`src/rtl/ibuff_top.sv`:
```
// Instruction buffer between fetch and D1: circular FIFO of {instr, pc, exception}
// with valid/ready on both sides. Optional same-cycle bypass when `IBUFF_BYPASS_EN is defined.
module ibuff_top #(
  parameter int XLEN  = 32,
  parameter int DEPTH = 8
) (
  input  logic                     clk,
  input  logic                     rst,
  input  logic                     flush,
  input  logic                     f_valid,
  output logic                     f_ready,
  input  logic [XLEN-1:0]          f_instr,
  input  logic [XLEN-1:0]          f_pc,
  input  logic                     f_exception,
  output logic                     d1_valid,
  input  logic                     d1_ready,
  output logic [XLEN-1:0]          IBuff_out,
  output logic [XLEN-1:0]          pc_out,
  output logic                     exception_out,
  output logic [$clog2(DEPTH):0]   count
);

  localparam int AW = $clog2(DEPTH);
  localparam int PW = AW + 1;

  logic [PW-1:0]   wr_ptr_q, wr_ptr_d;
  logic [PW-1:0]   rd_ptr_q, rd_ptr_d;
  logic            exc_hold_q, exc_hold_d;
  logic [XLEN-1:0] instr_mem_q [DEPTH];
  logic [XLEN-1:0] pc_mem_q    [DEPTH];
  logic            exc_mem_q   [DEPTH];

  logic empty_s, full_s, push_s, pop_s, bypass_s, pass_s, wr_en_s, rd_adv_s;

  // Occupancy flags, handshakes and bypass qualification
  always_comb begin
    empty_s = (wr_ptr_q == rd_ptr_q);
    full_s  = (wr_ptr_q[AW-1:0] == rd_ptr_q[AW-1:0]) && (wr_ptr_q[AW] != rd_ptr_q[AW]);
    f_ready = ~full_s & ~exc_hold_q & ~flush;
    push_s  = f_valid & f_ready;
`ifdef IBUFF_BYPASS_EN
    bypass_s = empty_s & push_s;
`else
    bypass_s = 1'b0;
`endif
    d1_valid = ~empty_s | bypass_s;
    pop_s    = d1_valid & d1_ready & ~flush;
    // A bypassed entry consumed in the same cycle never touches the array
    pass_s   = bypass_s & d1_ready;
    wr_en_s  = push_s & ~pass_s;
    rd_adv_s = pop_s & ~pass_s;
    count    = wr_ptr_q - rd_ptr_q;
  end

  // Head presentation: bypassed fetch, stored head, or zeros when idle
  always_comb begin
    IBuff_out     = {XLEN{1'b0}};
    pc_out        = {XLEN{1'b0}};
    exception_out = 1'b0;
    if (bypass_s) begin
      IBuff_out     = f_instr;
      pc_out        = f_pc;
      exception_out = f_exception;
    end else if (d1_valid) begin
      IBuff_out     = instr_mem_q[rd_ptr_q[AW-1:0]];
      pc_out        = pc_mem_q[rd_ptr_q[AW-1:0]];
      exception_out = exc_mem_q[rd_ptr_q[AW-1:0]];
    end else begin
      IBuff_out     = {XLEN{1'b0}};
      pc_out        = {XLEN{1'b0}};
      exception_out = 1'b0;
    end
  end

  // Pointer and exception-hold next state; flush discards everything
  always_comb begin
    wr_ptr_d   = wr_ptr_q;
    rd_ptr_d   = rd_ptr_q;
    exc_hold_d = exc_hold_q;
    if (flush) begin
      wr_ptr_d   = {PW{1'b0}};
      rd_ptr_d   = {PW{1'b0}};
      exc_hold_d = 1'b0;
    end else begin
      if (wr_en_s) begin
        wr_ptr_d = wr_ptr_q + PW'(1);
      end else begin
        wr_ptr_d = wr_ptr_q;
      end
      if (rd_adv_s) begin
        rd_ptr_d = rd_ptr_q + PW'(1);
      end else begin
        rd_ptr_d = rd_ptr_q;
      end
      exc_hold_d = exc_hold_q | (push_s & f_exception);
    end
  end

  // Control state registers
  always_ff @(posedge clk) begin
    if (rst) begin
      wr_ptr_q   <= {PW{1'b0}};
      rd_ptr_q   <= {PW{1'b0}};
      exc_hold_q <= 1'b0;
    end else begin
      wr_ptr_q   <= wr_ptr_d;
      rd_ptr_q   <= rd_ptr_d;
      exc_hold_q <= exc_hold_d;
    end
  end

  // Entry storage; contents are don't-care until pointed at, so no reset
  always_ff @(posedge clk) begin
    if (wr_en_s) begin
      instr_mem_q[wr_ptr_q[AW-1:0]] <= f_instr;
      pc_mem_q[wr_ptr_q[AW-1:0]]    <= f_pc;
      exc_mem_q[wr_ptr_q[AW-1:0]]   <= f_exception;
    end
  end

endmodule

```
`config.mk`:
```
export PLATFORM = sky130hd
export DESIGN_NAME = ibuff_top
export DESIGN_NICKNAME = d
export VERILOG_FILES = /design/src/rtl/ibuff_top.sv
export SDC_FILE = /design/constraint.sdc
export NUM_CORES = 1
export LEC_CHECK = 0
export CAP_MARGIN = 20
export CORE_MARGIN = 1
export CORE_UTILIZATION = 58
export DETAILED_ROUTE_END_ITERATION = 12
export PLACE_DENSITY_LB_ADDON = 0.05
export SYNTH_ARGS = -nofsm -noshare
export SYNTH_HDL_FRONTEND = slang
export SYNTH_SLANG_ARGS = --single-unit
export TNS_END_PERCENT = 5
```
`constraint.sdc`:
```
create_clock -name clk -period 11.6 [get_ports clk]
set_input_delay 1.74 -clock clk [delete_from_list [all_inputs] [get_ports clk]]
set_output_delay 1.74 -clock clk [all_outputs]
set_load 0.005 [all_outputs]
```
==> results of run 1 <==
[per-layer routing]
layer | vias to the layer above | wire, microns
li1 | 3964 | -
met1 | 4904 | 16400
met2 | 329 | 19400
met3 | 65 | 2430
met4 | 2 | 821
met5 | - | 17
[worst register-to-register path: stages, from the launching register on]
cell and delay [ps]:
dfxtp_1 550, inv_1 200, ha_1 380, nand3_1 180
o21ai_1 310, nor4_2 930, buf_4 920
[stage by stage]
stage | hold WS (ps) | instance area [sq um]
2_1_floorplan | 467 | 20100
3_3_place_gp | 492 | 22000
3_5_place_dp | 562 | 22000
4_1_cts | 570 | 23600
5_1_grt | 606 | 23600
6_report | 572 | 23600
[final cells by class]
type                    count  area (sq um)  share of cell area (%)
clock buffers              79          1460                    6.19
flip-flops and latches    532         15900                    67.1
inverters                   7          26.3                   0.111
multi-input cells         258          4000                    16.9
clock inverters            14           166                   0.704
well taps                 448           561                    2.37
repair buffers            158          1560                    6.59
[cell usage after synthesis]
cell,count
edfxtp_1,520
mux4_2,130
a22o_1,65
buf_2,17
clkbuf_1,14
dfxtp_1,12
buf_6,11
nor2_1,9
inv_1,7
nand2_1,7
nor4_1,6
a21oi_1,5
ha_1,5
xnor2_1,5
buf_1,2
buf_4,2
nand3_1,2
nor3_1,2
o211ai_1,2
o21ai_0,2
xor2_1,2
a21bo_2,1
a21o_1,1
and2_1,1
and3_1,1
fa_1,1
mux2i_1,1
nand2_2,1
nand4_1,1
nand4b_1,1
nor2b_1,1
o21a_1,1
o21ai_1,1
or2_2,1
or3_1,1
or4_1,1
xnor2_4,1
[power by group through the flow]
| stage | sequential [mW] | combinational [mW] | clock [mW] |
|---|---|---|---|
| final | 2.13 | 0.150 | 1.61 |
| after global routing | 2.13 | 0.162 | 1.71 |
| after CTS | 2.13 | 0.152 | 1.64 |
| after detailed placement | 2.17 | 0.151 | 0 |
| after global placement | 2.17 | 0.146 | 0 |
| after floorplan | 2.17 | 0.0630 | 0 |
[how the worst max path moves through the flow]
stage,start,slack (ps),depth (start not counted),to
floorplan,flush,2650,2,exc_mem_q[1]
global placement,flip-flop,5770,5,IBuff_out[29]
detailed placement,flip-flop,5960,6,IBuff_out[20]
CTS,flip-flop,5360,6,IBuff_out[20]
global route,flip-flop,5160,6,IBuff_out[20]
finish,flip-flop,5540,6,IBuff_out[20]
[sequential cells by signal, summed over array words and instances (netlist names), named ones only]
register / count
pc_mem_q: 256
exc_hold_q: 1
wr_ptr_q: 4
instr_mem_q: 256
exc_mem_q: 8
rd_ptr_q: 4
[cell families after synthesis]
group,after synthesis
DFF,532
xor gates and xnor gates,8
AOI/OAI and AO/OA,78
muxes,131
adders and majority gates,6
buffers and inverters,53
and+or+nand+nor,35
==> metrics.txt, run 1 <==
status=finished clean; worst hold path class=flip-flop to flip-flop; via/cell ratio=6.19; Slew @ Worst Pin=1080 ps; Post-Synth XOR/XNOR Area=0.442%; port bufs=140; CP cell instances=buf_4 > buf_4 > buf_16 > mux4_2 > a22o_1 > clkdlybuf4s50_1; Resized Gates After CTS=0; final hold vios=0; initial detailed-routing violation count=817; Worst-path clk slew=60 ps; Non-Filler Instances=1496; Synth warnings=0; CTS tree=built; Clock Tree Buf Depth=3; vias in the first global route=9957; setup bufs post-CTS=0; vias=9264; max cap viols=0; worst r2r dst=instr_mem_q[1][7]; CP max FO=38; depth of the worst register-to-register path=6; die area=35400 sq um; Fmax=165 MHz; Layout Skew=8.31 ps; Total Routing Usage GR=23.0%; largest family of logic cells by synthesized area=multiplexers; # fillers=2060; share of layout cells above drive strength 1=22.1%; Detail Route Antenna Nets=0; most common cell after layout, fill and taps aside=edfxtp_1; combinational group share of total power=3.9%; Ports=141; final worst slack=5540 ps; fin util=70.0%; delay-heaviest family, CP=buffers and inverters; max-slew violations=0; area grow syn2layout=17.6%; later-pin clock latency in the skew report=550 ps; commonest cells after routing, fill and taps aside=520 x edfxtp_1, 140 x clkdlybuf4s50_1, 130 x mux4_2; Synth Cell Area=20100 sq um; clock share of power=41.3%; Crit path top cell by count=buf_4; worst ir drop on vdd=0.125 mV; Reg2Reg Launch Point=wr_ptr_q[0]; Post-Syn Nets=919; clock buffer count from CTS=52; Net Sw Power=0.733 mW; GR Util met3=3.99%; CP Buf/Inv Count=4; TNS Setup=0 ps; CTS Hold Bufs=0; GRT Max-Usage Layer=met2; Crit. End Element=primary output; Post-Route WL=39000 microns; Synth Area in Compound Gates=3.23%; post-synthesis register bit count=532; die width=188 microns; Slew HR=27.9%; Int Power=3.16 mW; simple-gate portion of the synthesized area=0.884%; # nets final=1085; # diodes=0; HP Start=wr_ptr_q[3]; FF-to-FF setup slack=7670 ps; post-synthesis mux area share=14.6%; Die H=188 microns; core area=33800 sq um; Setup CP Type=flip-flop to primary output; # rows=67; Leakage Power=7.27 nW; Adder-Cell Fraction of Synth Area=0.411%; Yosys top cell by area=edfxtp_1; Reg power frac=54.8%; H-tree depth=2; Syn Area/Cell=23.8 sq um; Mapped Cells=843; Synth area leaders=edfxtp_1 78%, mux4_2 15%, a22o_1 2.8%; GRT met1 Usage=32.9%; initial antenna violation count=1; CTS Root Buffer Type=clkbuf_16; Placed Cells=1402; max incr delay on CP=840 ps; GP Congestion=0.793; Sw Ratio=18.8%; post-synth cell types=37; Tcrit/Tclk final=52.3%; sequential share of the synthesized area=78.9%; WP data arrival=4320 ps; total gr overflow=0; global-route wire length before repair=59600 microns; Remaining DRCs=0; Hold Path Depth=2; Initial Util=59.5%; Yosys top cell area share=77.7%; endpoints failing setup=0; clock sink total=532; fin crit period=6060 ps; largest net degree at the start of global routing=72; CP startpoint kind=flip-flop; pre-CTS WS=5960 ps; PD cells=165 nW/um^2; 1st-pass router iterations=5; dpl hpwl=20100 microns; unrepaired setup endpoints after global routing=false; drt wl/cell=26.1 microns; Pwr Total=3.89 mW; Hold Path Sink=wr_ptr_q[3]; met2 usage=36.8%; Critical Path RT=9860 ps; slowest CP cell=dfxtp_4
No activity file was read; power rests on OpenSTA's default activity.
==> inputs of run 2 (changes only) <==
--- a/config.mk
+++ b/config.mk
@@ -7,7 +7,7 @@
 export LEC_CHECK = 0
 export CAP_MARGIN = 20
 export CORE_MARGIN = 1
-export CORE_UTILIZATION = 58
+export CORE_UTILIZATION = 53
 export DETAILED_ROUTE_END_ITERATION = 12
 export PLACE_DENSITY_LB_ADDON = 0.05
 export SYNTH_ARGS = -nofsm -noshare
==> constraint.sdc (replaced) <==
create_clock -name clk -period 5.5 [get_ports clk]
set_input_delay 0.825 -clock clk [delete_from_list [all_inputs] [get_ports clk]]
set_output_delay 0.825 -clock clk [all_outputs]
set_load 0.005 [all_outputs]
==> run 2 against run 1 <==
Compared with the run above:
- hold slack got worse by 52 ps
- first-iteration DRC count decreased by 17%
- clock power increased by 100%
- final cell count increased by 4.3%
- critical path depth increased by 1
- count of clock-buffer cells in the layout decreased by 9
- sequential share of layout area decreased by 0.33 points
- largest power group unchanged
==> metrics.txt, run 2 (synthesis results as in run 1) <==
crit path launch=wr_ptr_q[0]; # fillers=2474 (was 2060); Resized Gates After CTS=0 (unchanged); global-route wire length before repair=60100 microns (was 59600 microns); CTS tree=built (unchanged); fin crit period=4570 ps; Leakage Power=7.30 nW (was 7.27 nW); die width=197 microns (was 188 microns); status=finished clean (unchanged); setup bufs post-CTS=0 (unchanged); Net Sw Power=1.53 mW (was 0.733 mW); PD cells=340 nW/um^2 (was 165 nW/um^2); Remaining DRCs=0 (unchanged); area grow syn2layout=18.2% (was 17.6%); total gr overflow=0 (unchanged); WP data arrival=3740 ps (was 4320 ps); via/cell ratio=5.89 (was 6.19); # rows=70 (was 67); worst r2r dst=pc_mem_q[7][16] (was instr_mem_q[1][7]); Total Routing Usage GR=21.3% (was 23.0%); CTS Hold Bufs=0 (unchanged); CP startpoint kind=flip-flop (unchanged); clock share of power=40.4% (was 41.3%); Setup CP Type=flip-flop to primary output (unchanged); later-pin clock latency in the skew report=550 ps (about the same); dpl hpwl=21600 microns (was 20100 microns); CP max FO=65 (was 38); commonest cells after routing, fill and taps aside=520 x edfxtp_1, 140 x clkdlybuf4s50_1, 130 x mux4_2 (unchanged); clock sink total=532 (unchanged); Worst-path clk slew=60 ps (about the same); max cap viols=0 (unchanged); Reg2Reg Launch Point=wr_ptr_q[0] (unchanged); most common cell after layout, fill and taps aside=edfxtp_1 (unchanged); worst hold path class=flip-flop to flip-flop (unchanged); crit path capture=pc_out[31] (was IBuff_out[20]); Placed Cells=1466 (was 1402); initial detailed-routing violation count=676 (was 817); Fmax=219 MHz; Sw Ratio=19.0% (was 18.8%); # nets final=1092 (was 1085); initial antenna violation count=1 (unchanged); FF-to-FF setup slack=2500 ps (was 7670 ps); slowest CP cell=and2_4 (was dfxtp_4); Die H=197 microns (was 188 microns); endpoints failing setup=0 (unchanged); fin util=64.3% (was 70.0%); vias in the first global route=9847 (was 9957); clock buffer count from CTS=51 (was 52); die area=38700 sq um (was 35400 sq um); Ports=141 (unchanged); Non-Filler Instances=1561 (was 1496); share of layout cells above drive strength 1=22.7% (was 22.1%); TNS Setup=0 ps (unchanged); Clock Tree Buf Depth=3 (unchanged); Slew @ Worst Pin=1050 ps (was 1080 ps); unrepaired setup endpoints after global routing=false (unchanged); depth of the worst register-to-register path=7 (was 6); Critical Path RT=4680 ps (was 9860 ps); vias=9199 (was 9264); max incr delay on CP=790 ps (was 840 ps); core area=37000 sq um (was 33800 sq um); H-tree depth=2 (unchanged); Tcrit/Tclk final=83.1%; combinational group share of total power=3.9% (about the same); 1st-pass router iterations=6 (was 5); drt wl/cell=25.5 microns (was 26.1 microns); Layout Skew=13.4 ps (was 8.31 ps); Slew HR=29.7% (was 27.9%); largest net degree at the start of global routing=105 (was 72); max-slew violations=0 (unchanged); worst ir drop on vdd=0.246 mV (was 0.125 mV); port bufs=140 (unchanged); Post-Route WL=39800 microns (was 39000 microns); Reg power frac=55.6% (was 54.8%); CP cell instances=inv_1 > ha_1 > and3_1 > nand2_2 > and2_4 > a22o_1 > clkdlybuf4s50_1 (was buf_4 > buf_4 > buf_16 > mux4_2 > a22o_1 > clkdlybuf4s50_1); GP Congestion=0.772 (was 0.793); Crit. End Element=primary output (unchanged); final hold vios=0 (unchanged); CTS Root Buffer Type=clkbuf_16 (unchanged); Int Power=6.55 mW (was 3.16 mW); Detail Route Antenna Nets=0 (unchanged); Initial Util=54.4% (was 59.5%)
-- run 2: cell count changes in the layout (fill, tap and decap cells not counted), moves of 2 or more --
cell	delta
clkbuf_1	-9
clkinv_1	+9
buf_4	+5
buf_12	+4
bufinv_16	-2
diode_2	+2
-- run 2: routing by layer --
metal | track usage (%) | vias to the layer above | part of all wire (%)
li1 | - | 3984 | -
met1 | 30.4 | 4906 | 43
met2 | 34.6 | 261 | 49
met3 | 3.88 | 48 | 5.8
met4 | 5.43 | 0 | 1.7
met5 | 0 | - | 0
-- run 2: through the flow --
stage	instance area (sq um)	setup slack, ps	power (mW)	hold WS (ps)
after floorplan	20100	-2540	4.72	467
after global placement	22200	1600	4.89	493
after detailed placement	22200	1510	4.91	524
after CTS	23700	905	8.16	528
after global routing	23700	742	8.32	579
final	23800	932	8.09	520
-- run 2: worst max-delay path, delay by kind of cell, from the launching register on --
kind | cells | cell delay [ps]
flip-flops | 1 | 540
buffers and inverters | 2 | 710
AO/OA/AOI/OAI | 1 | 370
AND/OR/NAND/NOR | 3 | 1170
adder cells (fa/ha/maj) | 1 | 360
-- run 2: worst min-delay path by stage --
stage               start         end  slack (ps)  cells past startpoint
2_1_floorplan  exc_hold_q  exc_hold_q         470                      2
3_3_place_gp   exc_hold_q  exc_hold_q         490                      2
3_5_place_dp   exc_hold_q  exc_hold_q         520                      2
4_1_cts        exc_hold_q  exc_hold_q         530                      2
5_1_grt        exc_hold_q  exc_hold_q         580                      2
6_report       exc_hold_q  exc_hold_q         520                      2
-- run 2: final cells by class --
type	instances	area [sq um]	share of cell area, %
Sequential cell	532	15900	66.8
Multi-Input combinational cell	258	4000	16.8
Timing Repair Buffer	166	1650	6.95
Clock buffer	70	1430	6.02
Tap cell	504	631	2.66
Clock inverter	22	149	0.627
Inverter	7	26.3	0.111
Antenna cell	2	5.00	0.0211
-- run 2: power by group through the flow --
stage	clock, mW	sequential, mW	combinational (mW)
after detailed placement	0	4.58	0.321
after global routing	3.48	4.50	0.342
after global placement	0	4.58	0.310
after CTS	3.34	4.50	0.322
after floorplan	0	4.58	0.133
final	3.27	4.50	0.319
==> inputs of run 3 (changes only) <==
==> constraint.sdc (replaced) <==
create_clock -name clk -period 3.8 [get_ports clk]
set_input_delay 0.57 -clock clk [delete_from_list [all_inputs] [get_ports clk]]
set_output_delay 0.57 -clock clk [all_outputs]
set_load 0.005 [all_outputs]
==> run 3 against run 2 <==
Compared with the run above:
- critical path depth is 1 higher
- global-route usage up 0.43 points
- combinational power grew 51%
- clock skew rose by 6.3 ps
- total power up 42%
- critical endpoint is now IBuff_out[31]
- largest cell class unchanged
- largest power group unchanged
- highest routed layer is now met5
==> metrics.txt, run 3 (synthesis results as in run 1) <==
later-pin clock latency in the skew report=580 ps (was 550 ps); Die H=197 microns (unchanged); max-slew violations=0 (unchanged); final worst slack=171 ps (was 932 ps); total gr overflow=0 (unchanged); 1st-pass router iterations=4 (was 6); vias=9208 (was 9199); drt wl/cell=25.8 microns (was 25.5 microns); die area=38700 sq um (unchanged); clock sink total=532 (unchanged); vias in the first global route=9999 (was 9847); share of layout cells above drive strength 1=24.0% (was 22.7%); Total Routing Usage GR=21.8% (was 21.3%); final hold vios=0 (unchanged); GP Congestion=0.735 (was 0.772); # fillers=2472 (was 2474); # diodes=0 (was 2); endpoints failing setup=0 (unchanged); CP Buf/Inv Count=3 (was 2); port bufs=140 (unchanged); initial antenna violation count=2 (was 1); max cap viols=0 (unchanged); Tcrit/Tclk final=95.5%; clock buffer count from CTS=51 (unchanged); most common cell after layout, fill and taps aside=edfxtp_1 (unchanged); Placed Cells=1477 (was 1466); status=finished clean (unchanged); via/cell ratio=5.87 (was 5.89); worst r2r dst=instr_mem_q[1][25] (was pc_mem_q[7][16]); pre-CTS WS=490 ps (was 1510 ps); WP depth=8 (was 7); core area=37000 sq um (unchanged); area grow syn2layout=19.0% (was 18.2%); depth of the worst register-to-register path=6 (was 7); worst ir drop on vdd=0.406 mV (was 0.246 mV); Remaining DRCs=0 (unchanged); Worst-path clk slew=60 ps (about the same); Slew @ Worst Pin=991 ps (was 1050 ps); Detail Route Antenna Nets=0 (unchanged); slowest CP cell=clkdlybuf4s50_1 (was and2_4); Critical Path RT=3230 ps (was 4680 ps); dpl hpwl=22600 microns (was 21600 microns); Crit. End Element=primary output (unchanged); Fmax=276 MHz; Post-Route WL=40500 microns (was 39800 microns); CTS Root Buffer Type=clkbuf_16 (unchanged); crit path capture=IBuff_out[31] (was pc_out[31]); # rows=70 (unchanged); Setup CP Type=flip-flop to primary output (unchanged); commonest cells after routing, fill and taps aside=520 x edfxtp_1, 140 x clkdlybuf4s50_1, 130 x mux4_2 (unchanged); multi-input logic area=4090 sq um (was 4000 sq um); Ports=141 (unchanged); PD cells=481 nW/um^2 (was 340 nW/um^2); Slew HR=33.9% (was 29.7%); CP startpoint kind=flip-flop (unchanged); Leakage Power=7.36 nW (was 7.30 nW); die width=197 microns (unchanged); worst hold path class=flip-flop to flip-flop (unchanged); CP max FO=23 (was 65); fin crit period=3630 ps; Non-Filler Instances=1569 (was 1561); Storage cell area=15900 sq um (about the same); CTS tree=built (unchanged); global-route wire length before repair=60800 microns (was 60100 microns); max incr delay on CP=530 ps (was 790 ps); WP data arrival=3060 ps (was 3740 ps); # nets final=1105 (was 1092); Reg2Reg Launch Point=wr_ptr_q[0] (unchanged); crit path launch=wr_ptr_q[0] (unchanged); unrepaired setup endpoints after global routing=false (unchanged); delay-heaviest family, CP=buffers and inverters (was simple AND/OR/NAND/NOR gates); largest net degree at the start of global routing=66 (was 105); initial detailed-routing violation count=577 (was 676); Layout Skew=19.7 ps (was 13.4 ps); CP cell instances=clkinvlp_4 > ha_4 > and3_2 > nand2_2 > and2_4 > buf_12 > a22o_1 > clkdlybuf4s50_1 (was inv_1 > ha_1 > and3_1 > nand2_2 > and2_4 > a22o_1 > clkdlybuf4s50_1); Initial Util=54.4% (unchanged); CTS Hold Bufs=0 (unchanged); H-tree depth=2 (unchanged); Clock Tree Buf Depth=3 (unchanged); FF-to-FF setup slack=1200 ps (was 2500 ps)
-- run 3: how the worst min path moves through the flow --
stage                     cells past startpoint         end  slack, ps  startpoint
after floorplan                               2  exc_hold_q        470  exc_hold_q
after global placement                        2  exc_hold_q        490  exc_hold_q
after detailed placement                      2  exc_hold_q        520  exc_hold_q
after CTS                                     2  exc_hold_q        530  exc_hold_q
after global routing                          2  exc_hold_q        570  exc_hold_q
final                                         2  exc_hold_q        530  exc_hold_q
-- run 3: what timing repair did --
| item | in CTS | in global routing |
|---|---|---|
| setup buffers | 1 | 2 |
| setup endpoints to repair | 55 | 62 |
| resized for setup | 1 | 2 |
| cloned | 0 | 0 |
-- run 3: layout make-up --
cell class | instances | area share, %
sequential | 532 | 66.3
tap | 504 | 2.64
timing repair buffer | 179 | 7.67
clock inverter | 26 | 0.612
inverter | 7 | 0.126
clock buffer | 63 | 5.52
multi-input combinational | 258 | 17.1
-- run 3: tightest hold or removal path, delay by kind of cell, from the launching register on --
| family | cells | cell delay (ps) |
|---|---|---|
| flip-flops | 1 | 340 |
| AO/OA/AOI/OAI | 1 | 70 |
| AND/OR/NAND/NOR | 1 | 70 |
-- run 3: layer usage --
| metal | global-route usage, % | vias to the layer above | share of wire, % |
|---|---|---|---|
| li1 | - | 4004 | - |
| met1 | 30.0 | 4886 | 42 |
| met2 | 35.8 | 251 | 50 |
| met3 | 4.11 | 63 | 5.6 |
| met4 | 6.52 | 4 | 2.0 |
| met5 | 0 | - | 0.067 |
-- run 3: report_power, final --
| part | internal (mW) | switching, mW | total (mW) |
|---|---|---|---|
| clock | 2.52 | 2.00 | 4.52 |
| sequential | 6.49 | 0.0190 | 6.51 |
| combinational | 0.252 | 0.230 | 0.483 |
-- run 3: through the flow --
| stage | power (mW) | area (sq um) | setup TNS, ps | util (%) | hold WS, ps |
|---|---|---|---|---|---|
| finish | 11.5 | 23900 | 0 | 64.7 | 527 |
| global route | 11.8 | 23900 | 0 | 64.7 | 569 |
| CTS | 11.6 | 23900 | 0 | 64.7 | 530 |
| detailed placement | 7.12 | 22400 | 0 | 60.7 | 525 |
| global placement | 7.10 | 22400 | 0 | 60.7 | 493 |
| floorplan | 6.83 | 20300 | -28240 | - | 467 |
